[src/rtl/alu_pkg.sv]
// Shared opcodes and sizing helpers for the ALU issue/writeback slice.
package alu_pkg;

    localparam int DEFAULT_DATA_WIDTH = 32;
    localparam int DEFAULT_REG_COUNT  = 8;

    localparam logic [2:0] OP_ADD  = 3'b000;
    localparam logic [2:0] OP_SUB  = 3'b001;
    localparam logic [2:0] OP_AND  = 3'b010;
    localparam logic [2:0] OP_OR   = 3'b011;
    localparam logic [2:0] OP_XOR  = 3'b100;
    localparam logic [2:0] OP_LAST = 3'b100;

    function automatic int reg_addr_w(input int n);
        return (n > 1) ? $clog2(n) : 1;
    endfunction

    localparam int REG_ADDR_W = reg_addr_w(DEFAULT_REG_COUNT);

endpackage

[src/rtl/alu_regfile.sv]
// Operand register file: two source read ports, a debug read port,
// one synchronous write port; entry 0 always reads zero.
module alu_regfile
    import alu_pkg::*;
#(
    parameter int DATA_WIDTH = DEFAULT_DATA_WIDTH,
    parameter int REG_COUNT  = DEFAULT_REG_COUNT,
    parameter int ADDR_W     = reg_addr_w(REG_COUNT)
) (
    input  logic                  clk,
    input  logic                  rst,
    input  logic [ADDR_W-1:0]     rs1_addr,
    output logic [DATA_WIDTH-1:0] rs1_data,
    input  logic [ADDR_W-1:0]     rs2_addr,
    output logic [DATA_WIDTH-1:0] rs2_data,
    input  logic [ADDR_W-1:0]     dbg_addr,
    output logic [DATA_WIDTH-1:0] dbg_data,
    input  logic                  we,
    input  logic [ADDR_W-1:0]     waddr,
    input  logic [DATA_WIDTH-1:0] wdata
);

    logic [DATA_WIDTH-1:0] mem [REG_COUNT];

    always_ff @(posedge clk or posedge rst) begin
        if (rst) begin
            for (int i = 0; i < REG_COUNT; i++) begin
                mem[i] <= '0;
            end
        end else if (we && waddr != '0) begin
            mem[waddr] <= wdata;
        end
    end

    assign rs1_data = (rs1_addr == '0) ? '0 : mem[rs1_addr];
    assign rs2_data = (rs2_addr == '0) ? '0 : mem[rs2_addr];
    assign dbg_data = (dbg_addr == '0) ? '0 : mem[dbg_addr];

endmodule

[src/rtl/alu_issue_stage.sv]
// Issue/writeback pipeline around the external combinational ALU:
// operand fetch with E->A forwarding, execute register, writeback register.
module alu_issue_stage
    import alu_pkg::*;
#(
    parameter int DATA_WIDTH = DEFAULT_DATA_WIDTH,
    parameter int REG_COUNT  = DEFAULT_REG_COUNT,
    parameter int ADDR_W     = reg_addr_w(REG_COUNT)
) (
    input  logic                  clk,
    input  logic                  rst,
    input  logic                  cmd_valid,
    output logic                  cmd_ready,
    input  logic [2:0]            cmd_op,
    input  logic [ADDR_W-1:0]     cmd_rd,
    input  logic [ADDR_W-1:0]     cmd_rs1,
    input  logic [ADDR_W-1:0]     cmd_rs2,
    input  logic                  cmd_use_imm,
    input  logic [DATA_WIDTH-1:0] cmd_imm,
    output logic [DATA_WIDTH-1:0] alu_a,
    output logic [DATA_WIDTH-1:0] alu_b,
    output logic [2:0]            alu_op,
    input  logic [DATA_WIDTH-1:0] alu_result,
    input  logic                  alu_zero,
    input  logic                  alu_overflow,
    output logic                  wb_valid,
    input  logic                  wb_ready,
    output logic [ADDR_W-1:0]     wb_rd,
    output logic [DATA_WIDTH-1:0] wb_data,
    output logic                  wb_zero,
    output logic                  wb_overflow,
    output logic                  wb_illegal,
    output logic                  ovf_sticky,
    input  logic                  ovf_clear,
    input  logic [ADDR_W-1:0]     dbg_addr,
    output logic [DATA_WIDTH-1:0] dbg_data
);

    logic                  e_valid;
    logic                  e_ill;
    logic [2:0]            e_op;
    logic [ADDR_W-1:0]     e_rd;
    logic [DATA_WIDTH-1:0] e_a;
    logic [DATA_WIDTH-1:0] e_b;

    logic                  w_valid;
    logic                  w_ill;
    logic                  w_zero;
    logic                  w_ovf;
    logic [ADDR_W-1:0]     w_rd;
    logic [DATA_WIDTH-1:0] w_data;
    logic                  ovf_q;

    logic                  e_adv;
    logic                  accept;
    logic                  w_load;
    logic                  rf_we;
    logic                  fwd_ok;
    logic [DATA_WIDTH-1:0] rf_rd1;
    logic [DATA_WIDTH-1:0] rf_rd2;
    logic [DATA_WIDTH-1:0] op_a;
    logic [DATA_WIDTH-1:0] op_b;

    assign e_adv     = !w_valid || wb_ready;
    assign cmd_ready = !rst && (!e_valid || e_adv);
    assign accept    = cmd_valid && cmd_ready;
    assign w_load    = e_valid && e_adv;
    assign rf_we     = w_load && !e_ill;
    assign fwd_ok    = e_valid && !e_ill && e_rd != '0;

    alu_regfile #(
        .DATA_WIDTH (DATA_WIDTH),
        .REG_COUNT  (REG_COUNT),
        .ADDR_W     (ADDR_W)
    ) u_rf (
        .clk      (clk),
        .rst      (rst),
        .rs1_addr (cmd_rs1),
        .rs1_data (rf_rd1),
        .rs2_addr (cmd_rs2),
        .rs2_data (rf_rd2),
        .dbg_addr (dbg_addr),
        .dbg_data (dbg_data),
        .we       (rf_we),
        .waddr    (e_rd),
        .wdata    (alu_result)
    );

    // The regfile already returns 0 for r0, and fwd_ok excludes e_rd == 0.
    always_comb begin
        op_a = rf_rd1;
        if (fwd_ok && e_rd == cmd_rs1) begin
            op_a = alu_result;
        end
    end

    always_comb begin
        op_b = rf_rd2;
        priority case (1'b1)
            cmd_use_imm:                op_b = cmd_imm;
            (fwd_ok && e_rd == cmd_rs2): op_b = alu_result;
            default:                    op_b = rf_rd2;
        endcase
    end

    always_ff @(posedge clk or posedge rst) begin
        if (rst) begin
            e_valid <= 1'b0;
            e_ill   <= 1'b0;
            e_op    <= '0;
            e_rd    <= '0;
            e_a     <= '0;
            e_b     <= '0;
        end else if (accept) begin
            e_valid <= 1'b1;
            e_ill   <= (cmd_op > OP_LAST);
            e_op    <= cmd_op;
            e_rd    <= cmd_rd;
            e_a     <= op_a;
            e_b     <= op_b;
        end else if (e_adv) begin
            e_valid <= 1'b0;
        end
    end

    always_ff @(posedge clk or posedge rst) begin
        if (rst) begin
            w_valid <= 1'b0;
            w_ill   <= 1'b0;
            w_zero  <= 1'b0;
            w_ovf   <= 1'b0;
            w_rd    <= '0;
            w_data  <= '0;
        end else if (w_load) begin
            w_valid <= 1'b1;
            w_ill   <= e_ill;
            w_zero  <= !e_ill && alu_zero;
            w_ovf   <= !e_ill && alu_overflow;
            w_rd    <= e_rd;
            w_data  <= e_ill ? '0 : alu_result;
        end else if (wb_ready) begin
            w_valid <= 1'b0;
        end
    end

    // A new overflow outranks a clear in the same cycle.
    always_ff @(posedge clk or posedge rst) begin
        if (rst) begin
            ovf_q <= 1'b0;
        end else begin
            ovf_q <= (ovf_q && !ovf_clear) || (rf_we && alu_overflow);
        end
    end

    assign alu_a       = e_a;
    assign alu_b       = e_b;
    assign alu_op      = e_ill ? OP_ADD : e_op;
    assign wb_valid    = w_valid;
    assign wb_rd       = w_rd;
    assign wb_data     = w_data;
    assign wb_zero     = w_zero;
    assign wb_overflow = w_ovf;
    assign wb_illegal  = w_ill;
    assign ovf_sticky  = ovf_q;

endmodule

[config.mk]
export PLATFORM = sky130hd
export DESIGN_NAME = alu_issue_stage
export DESIGN_NICKNAME = d
export VERILOG_FILES = /design/src/rtl/alu_pkg.sv /design/src/rtl/alu_regfile.sv /design/src/rtl/alu_issue_stage.sv
export SDC_FILE = /design/constraint.sdc
export NUM_CORES = 1
export LEC_CHECK = 0
export BUFFER_PORTS_ARGS = -buffer_cell sky130_fd_sc_hd__buf_2
export CAP_MARGIN = 15
export CORE_UTILIZATION = 55
export DETAILED_ROUTE_END_ITERATION = 10
export GPL_TIMING_DRIVEN = 1
export MAX_ROUTING_LAYER = met4
export PLACE_DENSITY = 0.85
export SYNTH_ARGS = -nofsm -noshare
export SYNTH_HDL_FRONTEND = slang
export SYNTH_SLANG_ARGS = --single-unit
[constraint.sdc]
create_clock -name clk -period 12 [get_ports clk]
set_input_delay 0.6 -clock clk [delete_from_list [all_inputs] [get_ports clk]]
set_output_delay 0.6 -clock clk [all_outputs]
set_load 0.02 [all_outputs]
### After elaboration in Yosys (flattened, before gate mapping)

Index checks and enable logic that the tools add are counted.

| cells by class | value |
|---|---|
| $lt $le $gt $ge | 6 |
| equal/unequal tests | 2 |
| mux-type cells | 24 |
| bitwise logic cells | 4 |
| reduce and logical (&&, ||, !) cells | 28 |

Operators by type and width:

| cell | number |
|---|---|
| 32-bit 2-to-1 mux | 14 |
| 32-bit binary-select mux with 3-bit select | 3 |
| 256-bit bitwise mux | 1 |
| 32-bit demux with 3-bit select | 1 |
| 4-bit >= comparator, second input constant | 4 |
| 3-bit NOT with 4-bit output | 4 |
| 1-bit logical AND | 14 |
| 3-bit zero test | 3 |
| 3-bit == test | 2 |
| 1-bit zero test | 5 |
| 4-bit by 1-bit less-than comparator with 1-bit output, second input constant | 1 |
| 1-bit 2-to-1 mux | 4 |
| 2-bit nonzero test | 2 |
| 3-bit > comparator, second input constant | 1 |
| 1-bit logical OR | 3 |
| 3-bit 2-to-1 mux | 1 |
| 3-bit nonzero test | 1 |

| word-level totals | value |
|---|---|
| bits in registers | 368 |
| bits of input ports | 87 |
| output and inout port bits | 140 |
| word-level logic and storage cells | 85 |

### Longest topological paths before layout

| logic depth | value |
|---|---|
| word-level depth | 7 |
| gate-level depth with buffers | 9 |
| depth with buffers taken out | 5 |

### Cells and area by module

Synthesis repeated with hierarchy kept, for this count alone.

| unflattened totals | value |
|---|---|
| cell total of the unflattened synthesis | 1718 |
| area total of the unflattened synthesis | 19851.5 µm² |

By module, submodules not included:

| module | times used | cells an instance | area an instance (µm²) | seq. area each (µm²) |
|---|---|---|---|---|
| alu_regfile | 1 | 1069 | 14141.1 | 5605.4 |
| alu_issue_stage | 1 | 649 | 5710.5 | 2802.7 |

### Least setup slack after synthesis

OpenSTA, ideal clock, no wires.

| timing | value |
|---|---|
| path type | input -> register |
| from | input port rst |
| to | register e_b[31] (netlist: alu_b[31]) |
| setup time | 128 ps |
| arrival | 9934 ps |
| data required time | 11872 ps |
| path slack | 1939 ps |
| stages on the path | 6 |
| buffers on the path | 2 |
| cells stage by stage | inv_1 > o211ai_1 > clkbuf_1 > clkbuf_1 > a21oi_1 > o21ai_0 |

| between the ends | value |
|---|---|
| word-level cells in the longest chain between the ends | 3 |

Ends and longest elaborated chain:

| what | RTL line | source |
|---|---|---|
| start, declared | alu_issue_stage.sv:11 | `input logic rst,` |
| 1-bit zero test (no line) | n/a |  |
| 1-bit logical AND | alu_issue_stage.sv:65 | `assign cmd_ready = !rst && (!e_valid \|\| e_adv);` |
| 1-bit logical AND | alu_issue_stage.sv:66 | `assign accept = cmd_valid && cmd_ready;` |
| end signal, assigned | alu_issue_stage.sv:120 | `e_b <= op_b;` |
| end, declared | alu_issue_stage.sv:44 | `logic [DATA_WIDTH-1:0] e_b;` |

No other way between the ends.
A chain may end at the register's enable or synchronous reset.

### Worst setup path in the final report

| timing | value |
|---|---|
| from | input port dbg_addr[1] |
| to | output port dbg_data[23] |

| between the ends | value |
|---|---|
| word-level cells in the longest chain between the ends | 5 |
| elaborated cells between the ends (all ways) | 6 |
| classes of those cells | mux: 4; bitwise: 1; reduce/logical: 1 |

Ends and longest elaborated chain:

| what | RTL line | source |
|---|---|---|
| start, declared | alu_issue_stage.sv:35 | `input logic [ADDR_W-1:0] dbg_addr,` |
| 3-bit NOT with 4-bit output (implied by the code) | alu_regfile.sv:37 | `assign dbg_data = (dbg_addr == '0) ? '0 : mem[dbg_addr];` |
| 32-bit binary-select mux with 3-bit select | alu_regfile.sv:37 |  |
| 32-bit 2-to-1 mux (implied by the code) (2 in series) | alu_regfile.sv:37 |  |
| 32-bit 2-to-1 mux (*) | alu_regfile.sv:37 |  |
| end, declared | alu_issue_stage.sv:36 | `output logic [DATA_WIDTH-1:0] dbg_data` |

Every way passes the cells marked *; elsewhere a longest branch is shown, timed or not. The select of a mux whose other input is x is not followed.

==> flow_metrics.py <==
metrics = {
    "floorplanning": {
        "die_area_sq_um": 35300,
        "dieHeight_microns": 188,
        "die_x_microns": 188,
        "coreArea_sq_um": 33800,
        "io_pins": 227,
        "start_util_pct": 56.2,
        "rows": 67,
    },
    "setup_path": {
        "critPathLaunch": "dbg_addr[1]",
        "crit_end": "dbg_data[23]",
        "r2r_cells": 5,
        "startpoint_type": "input pin",
        "end_kind": "primary output",
        "cp_data_arrival_time_ns": 3.13,
        "rrSetupSlack_ns": 8.55,
        "criticalPathCategory": "in -> out",
        "r2r-start": "e_rd[1]",
        "worst-path-max-fanout": 71,
        "cp.required_ns": 11.40,
        "rr_endpoint": "alu_b[7]",
    },
    "route": {
        "drt_iter0_markers": 2139,
        "drt_pass1_iterations": 6,
        "wl_per_cell_microns": 26.2,
        "wl_microns": 57300,
        "drcViolationCount": 0,
        "vias_per_cell": 6.93,
        "num_vias": 15100,
        "drtAntennaViolNets": 0,
    },
    "finish": {
        "area_growth_pct": 13.0,
        "layout_commonest_cell": "dfrtp_1",
        "fin_util_pct": 63.5,
        "drive_gt1_share_pct": 42.5,
        "final_area_sq_um": 21500,
        "stdcell_count": 2184,
        "final_cell_mix": "340 x dfrtp_1, 316 x mux2_2, 221 x buf_2",
        "nets": 1795,
    },
    "clock_tree": {
        "post_cts_resized": 0,
        "post_cts_buffers": 0,
        "clk_pin_slew_ns": 0.06,
        "clock_sinks": 340,
        "cts_buffers": 38,
        "hold_buffers": 0,
        "cts_buffer_depth": 3,
        "cts_tree": "yes",
        "insertion_delay_ns": 0.53,
        "h-tree-depth": 2,
        "cts_root_buf": "clkbuf_16",
    },
    "sta": {
        "finClkSkew_ns": 0.0220,
        "min_period_ns": 3.73,
        "maxSlewViolCount": 0,
        "fmaxAchievable_mhz": 268,
        "fin_crit_sh_pct": 31.1,
        "rsz0062_at_grt": "false",
        "hold_violations": 0,
        "worst_pin_slew_ns": 1.30,
        "setup_violations": 0,
        "tns_ns": 0,
        "slew_headroom_pct": 13.1,
    },
    "placement": {
        "dp_cells": 2116,
        "hpwl_microns": 32300,
        "place_area_sq_um": 20200,
        "place.gp.congestion": 0.873,
        "io_buffers": 226,
    },
    "yosys": {
        "synth-main-ff-cell": "dfrtp_1",
        "avgSynthCellArea_sq_um": 11.9,
        "syn-cell-area_sq_um": 19000,
        "syn_nets": 1686,
        "synth_edf_count": 0,
        "synth_cell_types": 44,
        "yosysWarningCount": 0,
        "ys_ff_latch": 340,
        "async_reset_ff_share_pct": 100,
        "seq_area_frac_synth_pct": 44.8,
        "netlist_instances": 1599,
    },
    "pwr": {
        "power.density_nw_per_um2": 217,
        "ir_worst_vdd_mv": 0.104,
        "leakage_uw": 0.00989,
        "p_total_uw": 4660,
    },
    "grt": {
        "first_global_vias": 15400,
        "grt_pass1_wl_microns": 88800,
        "track_usage_pct": 33.6,
        "antenna_found_initial": 1,
        "overflow": 0,
        "grt_max_degree": 181,
    },
    "run": {
        "drv_cap": 0,
    },
    "worst_hold_path": {
        "hold_path_class": "in -> async",
    },
    "status": {
        "status": "finished, final reports clean",
    },
}
[synth_stat cells, drive strengths merged (2+ instances only)]
master | number | area, sq um
a211oi | 2 | 15.0
a21oi | 83 | 415
a221oi | 88 | 771
a22o | 33 | 289
a22oi | 19 | 143
and3 | 2 | 12.5
buf | 46 | 246
clkbuf | 133 | 499
dfrtp | 340 | 8510
inv | 34 | 128
mux2 | 317 | 3570
mux2i | 77 | 771
mux4 | 83 | 1870
nand2 | 81 | 304
nand3 | 2 | 10.0
nand3b | 20 | 150
nor2 | 77 | 289
nor2b | 12 | 75.1
nor3 | 3 | 15.0
nor3b | 4 | 51.3
o21ai | 82 | 410
o221ai | 17 | 149
o22ai | 13 | 81.3
or2 | 15 | 93.8
or3 | 2 | 12.5
xnor2 | 3 | 26.3
xor2 | 3 | 26.3
[cell type report]
| class | instances | area [sq um] |
|---|---|---|
| diodes | 1 | 2.50 |
| clock buffers | 50 | 1060 |
| clock inverters | 17 | 204 |
| fillers | 2480 | 12300 |
| inverters | 34 | 135 |
| multi-input cells | 1046 | 9670 |
| flip-flops and latches | 340 | 8510 |
| well taps | 448 | 561 |
| repair buffers | 248 | 1320 |
[state kept, by name (all words and copies together), names as in the netlist, 3 cells and up]
signal,count
e_rd,3
e_op,3
u_rf.mem,228
alu_a,32
wb_rd,3
wb_data,32
alu_b,32
[per-layer routing]
layer | vias to the layer above | track usage [%] | share of wire, %
li1 | 6207 | - | -
met1 | 7622 | 43.5 | 39
met2 | 1068 | 51.5 | 47
met3 | 228 | 6.61 | 9.9
met4 | 0 | 14.8 | 4.3
met5 | - | - | 0
[where the power goes]
group / switching (uW) / internal, uW
clock: 484 / 709
combinational: 706 / 799
sequential: 406 / 1550
[stage by stage]
step | setup WS [ns] | hold WS [ns]
5_1_grt | 8.21 | 0.262
4_1_cts | 8.35 | 0.245
6_report | 8.27 | 0.201
2_1_floorplan | 1.94 | 0.425
3_3_place_gp | 8.28 | 0.361
3_5_place_dp | 8.15 | 0.367
[critical path: stages]
cell,delay [ns]
buf_4,0.82
nor2b_4,1.02
a221oi_1,0.25
nor2_1,0.20
buf_2,0.19
[logic make-up (layout without fill, tap and decap cells)]
family                    after synthesis  count (layout)  synth area share (%)
and+or+nand+nor                       223             223                  5.54
xor gates and xnor gates                6               6                 0.277
DFF                                   340             340                  44.8
muxes                                 477             477                  32.7
other                                   0               1                     0
AOI/OAI and AO/OA                     340             340                  12.1
buffers and inverters                 213             349                  4.60
[worst min-delay path by stage]
stage,depth (start not counted),start,slack (ns),endpoint
finish,2,rst,0.20,e_op[1]
global route,2,ovf_clear,0.26,ovf_sticky
CTS,2,rst,0.24,wb_illegal
detailed placement,0,u_rf.mem[232],0.37,u_rf.mem[232]
global placement,0,u_rf.mem[232],0.36,u_rf.mem[232]
floorplan,1,u_rf.mem[232],0.42,u_rf.mem[232]
(Power assumes the default switching activity.)
